<file path="src/rtl/vga_text_renderer.sv">
// ---------------------------------------------------------------------------
// vga_text_renderer
//
// Three-stage pixel pipeline that sits behind the 1920x1080 VGA timing
// generator and turns its x/y stream into an 8x16-font text screen.
//
//   E1: compute the character RAM address and capture the pixel context.
//   E2: character word returns, so present {code, glyph line} to the font ROM.
//   E3: glyph row returns; select the pixel bit, apply blink/cursor, map
//       through the 16-entry palette and register RGB together with the
//       delayed syncs and active flag.
//
// Ports
//   i_clk, i_rst               pixel clock, synchronous active-high reset
//   i_x, i_y, i_active         pixel position and active-video flag
//   i_hs, i_vs                 syncs (active low), delayed 3 cycles to o_hs/o_vs
//   i_screenend                one-tick end-of-frame pulse, drives blink timing
//   i_cursor_col/row/en        hardware underline cursor
//   o_char_addr, i_char_data   character RAM (1-cycle read latency)
//   o_font_addr, i_font_data   font ROM (1-cycle read latency)
//   o_r, o_g, o_b              12-bit pixel colour
//   o_hs, o_vs, o_active       syncs/active aligned with RGB
//
// Handshake: there is none. The pipeline advances every clock; every input
// sampled at one edge has its pixel on the outputs three edges later.
// ---------------------------------------------------------------------------
module vga_text_renderer #(
  parameter int COLS              = 240,
  parameter int ROWS              = 67,
  parameter int BLINK_FRAMES      = 30,
  parameter int CURSOR_FIRST_LINE = 14
) (
  input  logic        i_clk,
  input  logic        i_rst,
  input  logic [11:0] i_x,
  input  logic [10:0] i_y,
  input  logic        i_active,
  input  logic        i_hs,
  input  logic        i_vs,
  input  logic        i_screenend,
  input  logic [7:0]  i_cursor_col,
  input  logic [6:0]  i_cursor_row,
  input  logic        i_cursor_en,
  output logic [13:0] o_char_addr,
  input  logic [15:0] i_char_data,
  output logic [11:0] o_font_addr,
  input  logic [7:0]  i_font_data,
  output logic [3:0]  o_r,
  output logic [3:0]  o_g,
  output logic [3:0]  o_b,
  output logic        o_hs,
  output logic        o_vs,
  output logic        o_active
);

  localparam logic [13:0] COLS_L       = 14'(COLS);
  localparam logic [6:0]  ROWS_L       = 7'(ROWS);
  localparam logic [3:0]  CURSOR_FL_L  = 4'(CURSOR_FIRST_LINE);
  localparam logic [7:0]  BLINK_LAST_L = 8'(BLINK_FRAMES - 1);

  // -------------------------------------------------------------------------
  // Blink timebase
  // -------------------------------------------------------------------------
  logic [7:0] blink_cnt_q, blink_cnt_d;
  logic       phase_q, phase_d;

  always_comb begin
    blink_cnt_d = blink_cnt_q;
    phase_d     = phase_q;
    if (i_screenend) begin
      if (blink_cnt_q == BLINK_LAST_L) begin
        blink_cnt_d = 8'd0;
        phase_d     = ~phase_q;
      end else begin
        blink_cnt_d = blink_cnt_q + 8'd1;
      end
    end
  end

  always_ff @(posedge i_clk) begin
    if (i_rst) begin
      blink_cnt_q <= 8'd0;
      phase_q     <= 1'b0;
    end else begin
      blink_cnt_q <= blink_cnt_d;
      phase_q     <= phase_d;
    end
  end

  // -------------------------------------------------------------------------
  // Stage 1 (E1)
  // -------------------------------------------------------------------------
  logic [8:0]  col;
  logic [6:0]  row;
  logic [13:0] char_addr_d;
  logic        cursor_hit_d;

  assign col = i_x[11:3];
  assign row = i_y[10:4];

  // Row 67 (lines 1072-1079) still produces an address; it is never shown.
  assign char_addr_d  = 14'(row) * COLS_L + 14'(col);
  assign cursor_hit_d = i_cursor_en && (col == {1'b0, i_cursor_col}) &&
                        (row == i_cursor_row) && (i_y[3:0] >= CURSOR_FL_L);

  logic [13:0] char_addr_q;
  logic [2:0]  s1_xs_q;
  logic [3:0]  s1_line_q;
  logic        s1_act_q, s1_hs_q, s1_vs_q, s1_text_q, s1_cur_q, s1_ph_q;

  always_ff @(posedge i_clk) begin
    if (i_rst) begin
      char_addr_q <= 14'd0;
      s1_xs_q     <= 3'd0;
      s1_line_q   <= 4'd0;
      s1_act_q    <= 1'b0;
      s1_hs_q     <= 1'b1;
      s1_vs_q     <= 1'b1;
      s1_text_q   <= 1'b0;
      s1_cur_q    <= 1'b0;
      s1_ph_q     <= 1'b0;
    end else begin
      char_addr_q <= char_addr_d;
      s1_xs_q     <= i_x[2:0];
      s1_line_q   <= i_y[3:0];
      s1_act_q    <= i_active;
      s1_hs_q     <= i_hs;
      s1_vs_q     <= i_vs;
      s1_text_q   <= (row < ROWS_L);
      s1_cur_q    <= cursor_hit_d;
      // The phase travels with the pixel so a toggle only affects pixels
      // that enter the pipeline after the toggling edge.
      s1_ph_q     <= phase_q;
    end
  end

  assign o_char_addr = char_addr_q;

  // -------------------------------------------------------------------------
  // Stage 2 (E2)
  // -------------------------------------------------------------------------
  logic [11:0] font_addr_q;
  logic [2:0]  s2_xs_q;
  logic [3:0]  s2_fg_q;
  logic [2:0]  s2_bg_q;
  logic        s2_blink_q;
  logic        s2_act_q, s2_hs_q, s2_vs_q, s2_text_q, s2_cur_q, s2_ph_q;

  always_ff @(posedge i_clk) begin
    if (i_rst) begin
      font_addr_q <= 12'd0;
      s2_xs_q     <= 3'd0;
      s2_fg_q     <= 4'd0;
      s2_bg_q     <= 3'd0;
      s2_blink_q  <= 1'b0;
      s2_act_q    <= 1'b0;
      s2_hs_q     <= 1'b1;
      s2_vs_q     <= 1'b1;
      s2_text_q   <= 1'b0;
      s2_cur_q    <= 1'b0;
      s2_ph_q     <= 1'b0;
    end else begin
      font_addr_q <= {i_char_data[7:0], s1_line_q};
      s2_xs_q     <= s1_xs_q;
      s2_fg_q     <= i_char_data[11:8];
      s2_bg_q     <= i_char_data[14:12];
      s2_blink_q  <= i_char_data[15];
      s2_act_q    <= s1_act_q;
      s2_hs_q     <= s1_hs_q;
      s2_vs_q     <= s1_vs_q;
      s2_text_q   <= s1_text_q;
      s2_cur_q    <= s1_cur_q;
      s2_ph_q     <= s1_ph_q;
    end
  end

  assign o_font_addr = font_addr_q;

  // -------------------------------------------------------------------------
  // Stage 3 (E3): pixel select, attributes, palette
  // -------------------------------------------------------------------------
  // Index {I,R,G,B}; index 6 is the classic brown instead of dark yellow.
  function automatic logic [11:0] palette(input logic [3:0] idx);
    logic [3:0] hi, lo;
    hi = idx[3] ? 4'hF : 4'hA;
    lo = idx[3] ? 4'h5 : 4'h0;
    if (idx == 4'd6) palette = 12'hA50;
    else             palette = {idx[2] ? hi : lo, idx[1] ? hi : lo, idx[0] ? hi : lo};
  endfunction

  logic        pix_bit;
  logic [3:0]  color_idx;
  logic [11:0] rgb_d;

  always_comb begin
    pix_bit = i_font_data[3'd7 - s2_xs_q];
    if (s2_blink_q && !s2_ph_q) pix_bit = 1'b0;
    if (s2_cur_q && s2_ph_q)    pix_bit = 1'b1;
    color_idx = pix_bit ? s2_fg_q : {1'b0, s2_bg_q};
    rgb_d     = (s2_act_q && s2_text_q) ? palette(color_idx) : 12'h000;
  end

  logic [11:0] rgb_q;
  logic        hs_q, vs_q, act_q;

  always_ff @(posedge i_clk) begin
    if (i_rst) begin
      rgb_q <= 12'h000;
      hs_q  <= 1'b1;
      vs_q  <= 1'b1;
      act_q <= 1'b0;
    end else begin
      rgb_q <= rgb_d;
      hs_q  <= s2_hs_q;
      vs_q  <= s2_vs_q;
      act_q <= s2_act_q;
    end
  end

  assign o_r      = rgb_q[11:8];
  assign o_g      = rgb_q[7:4];
  assign o_b      = rgb_q[3:0];
  assign o_hs     = hs_q;
  assign o_vs     = vs_q;
  assign o_active = act_q;

endmodule

</file>
<file path="config.mk">
export PLATFORM = sky130hd
export DESIGN_NAME = vga_text_renderer
export DESIGN_NICKNAME = d
export VERILOG_FILES = /design/src/rtl/vga_text_renderer.sv
export SDC_FILE = /design/constraint.sdc
export NUM_CORES = 1
export LEC_CHECK = 0
export CAP_MARGIN = 10
export CORE_MARGIN = 3
export CORE_UTILIZATION = 45
export CTS_CLUSTER_SIZE = 14
export DETAILED_ROUTE_END_ITERATION = 8
export DONT_BUFFER_PORTS = 1
export PLACE_DENSITY = 0.59
export SLEW_MARGIN = 10
export SYNTH_ARGS = -nofsm -noshare
export SYNTH_HDL_FRONTEND = slang
export SYNTH_SLANG_ARGS = --single-unit
</file>
<file path="constraint.sdc">
create_clock -name i_clk -period 4.1 [get_ports i_clk]
set_clock_uncertainty 0.2 [all_clocks]
set_input_delay 0.205 -clock i_clk [delete_from_list [all_inputs] [get_ports i_clk]]
set_output_delay 0.205 -clock i_clk [all_outputs]
set_load 0.005 [all_outputs]
</file>
==> results of run 1 <==
-- worst max-delay path, stage by stage --
cell	delay, ns
fa_1	0.51
fa_1	0.52
inv_1	0.06
fa_1	0.50
inv_1	0.04
ha_1	0.30
o21ai_0	0.12
o21bai_1	0.15
a21oi_1	0.16
nor4b_4	0.31
o211ai_1	0.12
nor3b_2	0.17
-- final cells by class --
class | instances | share of cell area [%]
clock buffer | 14 | 4.12
clock inverter | 2 | 0.836
inverter | 31 | 2.78
multi-input combinational | 222 | 43.8
sequential | 73 | 34.9
tap | 99 | 2.96
timing repair buffer | 43 | 10.7
-- state kept, by name (all words and copies together) (netlist names), 3 cells and up --
signal       flops
o_char_addr     14
s1_line_q        4
rgb_q            5
s2_bg_q          3
s2_xs_q          3
s1_xs_q          3
blink_cnt_q      8
s2_fg_q          4
o_font_addr     12
-- metal layers --
layer | share of wire [%] | up-vias
met3 | 5.2 | 5
met2 | 52 | 56
li1 | - | 1182
met4 | 1.3 | 0
met1 | 41 | 1061
met5 | 0 | -
-- synth_stat cells (all sizes together), types with 3 or more instances --
master   n
nor4     4
o21ai    8
a21oi    7
xor2    18
xnor2   16
a31oi    3
nor3b    4
nand2    5
a211oi   8
nor2    25
dfxtp   73
inv     31
ha      23
nand3    4
or2      6
nand4    4
fa      12
nor2b   47
buf      7
clkbuf   7
nor3     4
-- kinds of logic (layout without fill, tap and decap cells) --
kind of cell / Yosys count / after routing / synth area share (%)
simple gates: 113 / 113 / 19.5
flops: 73 / 73 / 41.9
buf+inv: 45 / 90 / 5.59
compound gates: 36 / 36 / 7.56
fa+ha+maj: 35 / 35 / 15.1
xor+xnor: 34 / 34 / 8.53
mux: 4 / 4 / 1.86
-- power breakdown --
part / switching (mW) / internal (mW) / leakage, nW / total (mW)
clock network: 0.243 / 0.331 / 0.107 / 0.574
registers: 0.0349 / 0.765 / 0.602 / 0.800
logic: 0.267 / 0.249 / 1.02 / 0.517
total: 0.545 / 1.35 / 1.73 / 1.89
-- worst max-delay path by stage --
stage	startpoint	endpoint	cells after the start
final	i_y[4]	o_char_addr[13]	12
after global routing	i_y[4]	o_char_addr[13]	12
after CTS	i_y[4]	o_char_addr[13]	12
after detailed placement	i_y[4]	o_char_addr[13]	12
after global placement	i_y[4]	o_char_addr[13]	12
after floorplan	i_y[4]	o_char_addr[13]	12
-- through the flow --
step	area [sq um]	hold WS (ns)	std cells	util (%)
after floorplan	3490	0.0883	340	-
after global placement	3540	0.0835	425	48.0
after detailed placement	3540	0.0839	425	48.0
after CTS	4190	0.00487	484	56.9
after global routing	4190	0.0145	484	56.9
final	4190	0.0140	484	56.9
==> impl_metrics.yaml, run 1 <==
run_status:
  status: "completed"
detailed_routing:
  num_vias: 2304
  wl_um: 6820
  route.detailed.wl_per_inst_um: 14.1
  firstDrtPassIters: 4
  drcViolationCount: 0
  drt_iter0_markers: 25
  via_per_inst: 4.76
  final_antenna_net_count: 0
sta:
  period_share_pct: 76.9
  tightest_slew_ns: 0.442
  slew_headroom_pct: 70.3
  finalSetupTns_ns: 0
  fmax_mhz: 317
  final_hold_viol_count: 0
  fin_ws_ns: 0.948
  setup_viol: 0
  rsz0062_at_grt: "no"
  period_needed_ns: 3.15
  drv_slew: 0
synthesis:
  synth_top_flop_cell: "dfxtp_1"
  synth_cells: 340
  synth_edf_count: 0
  synth_top_area_share_pct: 41.9
  ys_seq_area_share_pct: 41.9
  avgSynthCellArea_sq_um: 10.3
  async_flop_share_pct: 0
  ys_warn_count: 0
  synth_seq_cells: 73
  synth_area_leaders: "dfxtp_1 42%, nor2b_1 8.4%, ha_1 8.2%"
  synth_cell_type_count: 45
  syn-cell-area_sq_um: 3490
  yosys.area.top_type: "dfxtp_1"
  synth_fp_nets: 444
clock_network:
  cts_tree: "built"
  cts_buffers: 9
  ctsResizeCount: 0
  clk_pin_slew_worst_paths_ns: 0.07
  cts_root_buf: "clkbuf_8"
  cts_hold_buffers: 43
  ctsLongestPathBuffers: 2
  cts_setup_buffers: 0
  clock_sinks: 73
  clk_latency_ns: 0.33
  htreeDepth: 3
finish:
  syn2layout_area_growth_pct: 20.1
  mostFrequentLayoutCells: "73 x dfxtp_1, 47 x nor2b_1, 42 x dlygate4sd3_1"
  multiInputGateArea_sq_um: 1830
  final_common_cell: "dfxtp_1"
  fillers: 680
  layout.nets: 484
  n_antenna_cell: 0
  drive_gt1_share_pct: 8.57
  seqCellArea_sq_um: 1460
global_routing:
  met2_usage_pct: 30.1
  grt_pass1_vias: 2400
  grt-ovfl-total: 0
  gr-max-usage-layer: "met2"
  gr-usage-met1_pct: 18.5
  grtUsageTotal_pct: 16.4
  grt_max_degree: 61
  grt_pass1_wl_um: 11300
  antenna_found_initial: 0
  grt_use_met3_pct: 4.57
worst_hold_path:
  hold_depth: 2
  hold_path_end: "s2_act_q"
  hp-start: "i_rst"
  min_path_type: "input pin to flop"
pwr:
  power.density_nw_per_um2: 451
  p_total_mw: 1.89
  irDropWorstVdd_mv: 0.220
  power.static_leakage_nw: 1.73
die:
  core_sq_um: 7370
  core.rowCount: 31
  start_util_pct: 47.4
  io_pins: 110
  die-area_sq_um: 8850
  fp.dieW_um: 94.1
  dieHeight_um: 94.1
critical_path:
  startpoint_type: "input pin"
  r2r_slack_ns: 2.21
  r2r_end: "rgb_q[7]"
  reg2reg_depth: 6
  crit_path_end_kind: "flop"
  rr_startpoint: "s2_xs_q[0]"
  cp.arrival_ns: 3.16
  cp.required_ns: 4.11
  crit_type: "input pin to flop"
  crit_path_max_fanout: 3
flow_run:
  maxCapViolCount: 0
placed_design:
  dp_hpwl_um: 4930
  portBuffers: 0
  pre_cts_slack_ns: 0.622
  gp_congestion: 0.736
Power figures use the tool's default switching activity.
==> inputs of run 2 (changes only) <==
--- a/config.mk
+++ b/config.mk
@@ -5,13 +5,14 @@
 export SDC_FILE = /design/constraint.sdc
 export NUM_CORES = 1
 export LEC_CHECK = 0
+export ABC_AREA = 1
 export CAP_MARGIN = 10
 export CORE_MARGIN = 3
 export CORE_UTILIZATION = 45
 export CTS_CLUSTER_SIZE = 14
 export DETAILED_ROUTE_END_ITERATION = 8
 export DONT_BUFFER_PORTS = 1
-export PLACE_DENSITY = 0.59
+export PLACE_DENSITY = 0.61
 export SLEW_MARGIN = 10
 export SYNTH_ARGS = -nofsm -noshare
 export SYNTH_HDL_FRONTEND = slang
==> constraint.sdc (replaced) <==
create_clock -name i_clk -period 2.55 [get_ports i_clk]
set_clock_uncertainty 0.2 [all_clocks]
set_input_delay 0.1275 -clock i_clk [delete_from_list [all_inputs] [get_ports i_clk]]
set_output_delay 0.1275 -clock i_clk [all_outputs]
set_load 0.005 [all_outputs]
==> impl_metrics.yaml, run 2 <==
placed_design:
  gp_congestion: 0.845
  portBuffers: 0
  dp_hpwl_um: 5860
  pre_cts_slack_ns: -0.572
synthesis:
  synth_seq_cells: 73
  synth_top_flop_cell: "dfxtp_1"
  ys_warn_count: 0
  avgSynthCellArea_sq_um: 8.08
  synth_fp_nets: 538
  yosys.area.top_type: "dfxtp_1"
  async_flop_share_pct: 0
  synth_edf_count: 0
  syn-cell-area_sq_um: 3510
  synth_cell_type_count: 35
  synth_area_leaders: "dfxtp_1 42%, inv_1 10%, ha_1 8.2%"
  synth_cells: 434
  ys_seq_area_share_pct: 41.7
  synth_most_common_cell: "inv_1"
  ys_top_cells_by_count: "93 x inv_1, 73 x dfxtp_1, 68 x nor2_1"
  synth_top_area_share_pct: 41.7
sta:
  drv_slew: 0
  fmax_mhz: 365
  period_needed_ns: 2.74
  tightest_slew_ns: 0.356
  fin_ws_ns: -0.189
  final_hold_viol_count: 0
  slew_headroom_pct: 76.1
  period_share_pct: 107
  setup_viol: 5
  finalSetupTns_ns: -0.572
  rsz0062_at_grt: "yes"
finish:
  fillers: 618
  seqCellArea_sq_um: 1460
  multiInputGateArea_sq_um: 1760
  largest_reg_flops: 14
  layout.nets: 642
  mostFrequentLayoutCells: "88 x inv_1, 73 x dfxtp_1, 73 x dlygate4sd3_1"
  syn2layout_area_growth_pct: 39.7
  final_common_cell: "inv_1"
  n_antenna_cell: 0
  drive_gt1_share_pct: 15.7
die:
  fp.dieW_um: 94.3
  core_sq_um: 7410
  core.rowCount: 31
  dieHeight_um: 94.3
  io_pins: 110
  start_util_pct: 47.3
  die-area_sq_um: 8890
flow_run:
  maxCapViolCount: 0
pwr:
  power.static_leakage_nw: 2.36
  power.density_nw_per_um2: 694
  irDropWorstVdd_mv: 0.384
detailed_routing:
  wl_um: 8580
  route.detailed.wl_per_inst_um: 13.4
  via_per_inst: 4.75
  firstDrtPassIters: 4
  num_vias: 3042
  drt_iter0_markers: 63
  final_antenna_net_count: 0
  drcViolationCount: 0
global_routing:
  antenna_found_initial: 0
  gr-max-usage-layer: "met2"
  grtUsageTotal_pct: 20.2
  grt_use_met3_pct: 5.69
  grt_pass1_vias: 3042
  grt-ovfl-total: 0
  grt_max_degree: 54
  gr-usage-met1_pct: 23.0
  grt_pass1_wl_um: 13700
  met2_usage_pct: 35.3
run_status:
  status: "finished with violations"
  violations: "negative setup slack"
clock_network:
  ctsLongestPathBuffers: 2
  clock_sinks: 73
  clk_pin_slew_worst_paths_ns: 0.08
  cts_buffers: 9
  htreeDepth: 3
  clk_latency_ns: 0.33
  cts_root_buf: "clkbuf_8"
  cts_tree: "built"
critical_path:
  cpPeakStageDelay_ns: 0.54
  crit_path_max_fanout: 6
  crit_type: "input pin to flop"
  cp.required_ns: 2.58
  cp.arrival_ns: 2.77
  crit_path_end_kind: "flop"
  crit_chain: "fa_1, fa_1, inv_2, fa_2, inv_2, ha_4, o21ai_2, nand2_2, a21oi_2, nor2_1, inv_1, nor2_2, nand2_1, nand2_1, a21oi_2"
  slowest_stage: "fa_1"
  startpoint_type: "input pin"
worst_hold_path:
  min_path_type: "input pin to flop"
-- run 2: cell types whose count changed after synthesis, moves of 5 or more --
cell / previous run / this run
nor2b_1: 47 / 0
xnor2_1: 16 / 4
a21oi_1: 4 / 16
inv_1: 31 / 93
nor2_1: 25 / 68
xor2_1: 18 / 7
nand2_1: 5 / 54
o21ai_0: 5 / 10
nand3_1: 3 / 16
-- run 2: final timing paths --
| check | startpoint | endpoint | slack [ns] | depth (start not counted) |
|---|---|---|---|---|
| hold / removal | i_x[8] | o_char_addr[7] | 0.16 | 5 |
| setup reg to reg | blink_cnt_q[0] | blink_cnt_q[6] | 0.51 | 8 |
| hold reg to reg | phase_q | phase_q | 0.29 | 2 |
| setup / recovery | i_y[4] | o_char_addr[12] | -0.19 | 15 |
-- run 2: kinds of logic after synthesis --
family	after synthesis	synth area share [%]
simple gates	167	20.8
fa+ha+maj	35	15.1
flops	73	41.7
xor+xnor	13	3.68
compound gates	39	6.50
buf+inv	107	12.2
-- run 2: where the power goes --
group,leakage (nW),switching [mW],internal (mW),total (mW)
Sequential,0.602,0.0430,1.23,1.27
Combinational,1.66,0.599,0.604,1.20
Clock,0.0957,0.421,0.502,0.923
-- run 2: repair_timing --
item	CTS	global route
hold buffers	72	1
endpoints found under the setup margin	5	6
resized for setup	8	19
hold endpoints to repair	71	1
buffers inserted	4	4
cloned	0	0
pin swaps	4	5
-- run 2: final cells by class --
type	count	area share, %
Clock buffer	13	3.24
Inverter	94	7.36
Timing Repair Buffer	106	20.2
Clock inverter	2	0.766
Sequential cell	73	29.8
Tap cell	99	2.53
Multi-Input combinational cell	254	36.0
-- run 2: layer usage --
metal	wire, um	share of wire (%)	vias up
met1	3490	41	1399
met2	4360	51	92
met3	432	5.0	23
met5	0	0	-
met4	295	3.4	0
li1	-	-	1528
-- run 2: through the flow --
| step | hold WS [ns] | cell area [sq um] | util, % | power [mW] | instances |
|---|---|---|---|---|---|
| after floorplan | 0.0231 | 3550 | - | 1.87 | 434 |
| after global placement | 0.00231 | 3790 | 51.2 | 2.10 | 545 |
| after detailed placement | 0.00356 | 3790 | 51.2 | 2.12 | 545 |
| after CTS | -0.00937 | 4760 | 64.3 | 3.19 | 636 |
| after global routing | 0.184 | 4900 | 66.1 | 3.59 | 641 |
| final | 0.161 | 4900 | 66.1 | 3.40 | 641 |
-- run 2: worst max-delay path: cells and delay by family --
family	cells	cell delay, ns
adders and majority gates	4	1.85
and+or+nand+nor	5	0.43
buffers and inverters	3	0.18
AOI/OAI and AO/OA	3	0.18
==> inputs of run 3 (changes only) <==
--- a/config.mk
+++ b/config.mk
@@ -12,8 +12,9 @@
 export CTS_CLUSTER_SIZE = 14
 export DETAILED_ROUTE_END_ITERATION = 8
 export DONT_BUFFER_PORTS = 1
+export GPL_TIMING_DRIVEN = 0
 export PLACE_DENSITY = 0.61
-export SLEW_MARGIN = 10
+export SLEW_MARGIN = 15
 export SYNTH_ARGS = -nofsm -noshare
 export SYNTH_HDL_FRONTEND = slang
 export SYNTH_SLANG_ARGS = --single-unit
==> impl_metrics.yaml, run 3 (same netlist as run 2, synthesis figures left out) <==
run_status:
  status: "finished with violations"
  violations: "negative setup slack"
global_routing:
  grt_pass1_wl_um: 12800
  grt-ovfl-total: 0
  grtUsageTotal_pct: 18.7
  grt_pass1_vias: 2776
  antenna_found_initial: 0
  grt_max_degree: 13
die:
  core.rowCount: 31
  start_util_pct: 47.3
  die-area_sq_um: 8890
  core_sq_um: 7410
  io_pins: 110
  fp.dieW_um: 94.3
  dieHeight_um: 94.3
sta:
  final_hold_viol_count: 0
  slew_headroom_pct: 63.4
  tightest_slew_ns: 0.549
  drv_slew: 0
  period_needed_ns: 2.68
  rsz0062_at_grt: "yes"
  period_share_pct: 105
  fmax_mhz: 374
  fin_ws_ns: -0.126
  setup_viol: 5
detailed_routing:
  drt_iter0_markers: 71
  num_vias: 2917
  final_antenna_net_count: 0
  via_per_inst: 4.74
  wl_um: 8360
  drcViolationCount: 0
  route.detailed.wl_per_inst_um: 13.6
  firstDrtPassIters: 4
worst_hold_path:
  min_path_type: "input pin to flop"
  hold_path_end: "o_char_addr[5]"
  hp-start: "i_x[7]"
  hold_depth: 4
critical_path:
  r2r_end: "rgb_q[8]"
  crit_type: "input pin to flop"
  cp.arrival_ns: 2.76
  rr_startpoint: "s2_xs_q[0]"
  cp.required_ns: 2.63
  r2r_slack_ns: 0.77
  startpoint_type: "input pin"
  crit_path_max_fanout: 4
  crit_path_end_kind: "flop"
  reg2reg_depth: 13
pwr:
  power.density_nw_per_um2: 690
  irDropWorstVdd_mv: 0.432
  p_total_mw: 3.18
  power.static_leakage_nw: 2.16
clock_network:
  cts_tree: "built"
  ctsLongestPathBuffers: 2
  cts_buffers: 9
  htreeDepth: 3
  cts_root_buf: "clkbuf_8"
  clock_sinks: 73
  clk_pin_slew_worst_paths_ns: 0.08
  clk_latency_ns: 0.34
finish:
  n_antenna_cell: 0
  drive_gt1_share_pct: 14.3
  layout.nets: 616
  final_common_cell: "inv_1"
  finalInstanceArea_sq_um: 4610
  largest_reg_flops: 14
  syn2layout_area_growth_pct: 31.5
  mostFrequentLayoutCells: "86 x inv_1, 73 x dfxtp_1, 67 x nor2_1"
placed_design:
  dpl_cell_area_sq_um: 3670
  dp_hpwl_um: 5790
  portBuffers: 0
  gp_congestion: 0.852
flow_run:
  maxCapViolCount: 0
==> run 3: worst max-delay path by stage <==
stage	to	startpoint	cells after the start
2_1_floorplan	o_char_addr[13]	i_y[4]	14
3_3_place_gp	o_char_addr[12]	i_y[4]	15
3_5_place_dp	o_char_addr[12]	i_y[4]	15
4_1_cts	o_char_addr[12]	i_y[6]	15
5_1_grt	o_char_addr[12]	i_y[4]	15
6_report	o_char_addr[12]	i_y[4]	15
==> run 3: power by group <==
part	switching (mW)	total, mW	internal (mW)
sequential	0.0440	1.27	1.23
clock	0.426	0.932	0.506
combinational	0.520	0.976	0.455
total	0.990	3.18	2.19
==> run 3: routing by layer <==
layer	global-route usage, %	vias to the layer above	share of wire (%)
met5	0	-	0
met2	32.2	91	51
met1	20.8	1334	39
li1	-	1471	-
met3	5.69	21	6.8
met4	9.03	0	3.5
==> run 3: through the flow <==
step	util [%]	setup WS [ns]	setup TNS, ns	hold WS [ns]	cells
after floorplan	-	-0.421	-1.97	0.0231	434
after global placement	49.6	-0.587	-2.96	0.0260	533
after detailed placement	49.6	-0.610	-3.14	0.0362	533
after CTS	60.0	-0.235	-1.04	0.0406	606
after global routing	62.2	-0.255	-1.04	0.0628	616
final	62.2	-0.126	-0.467	0.0458	616
==> run 3: worst max-delay path: stages <==
cell	delay, ns
fa_1	0.50
fa_1	0.55
inv_2	0.05
fa_2	0.52
inv_2	0.05
ha_4	0.24
o21ai_2	0.06
nand2_2	0.08
a21oi_2	0.12
nor2_1	0.05
inv_1	0.12
nor2_2	0.05
nand2_1	0.06
nand2_1	0.06
a21oi_2	0.13
==> run 3: cell type report <==
cell class	instances	area, sq um
clock buffers	12	155
multi-input cells	254	1730
fillers	609	2800
well taps	99	124
clock inverters	4	51.3
repair buffers	67	643
flip-flops and latches	73	1460
inverters	94	368
plain buffers	13	76.3
==> run 3: repair_timing <==
action,CTS,global route
endpoints found under the setup margin,5,5
buffers inserted,4,10
endpoints found under the hold margin,46,0
resized for setup,5,20
pin swaps,8,13
hold buffers,53,0
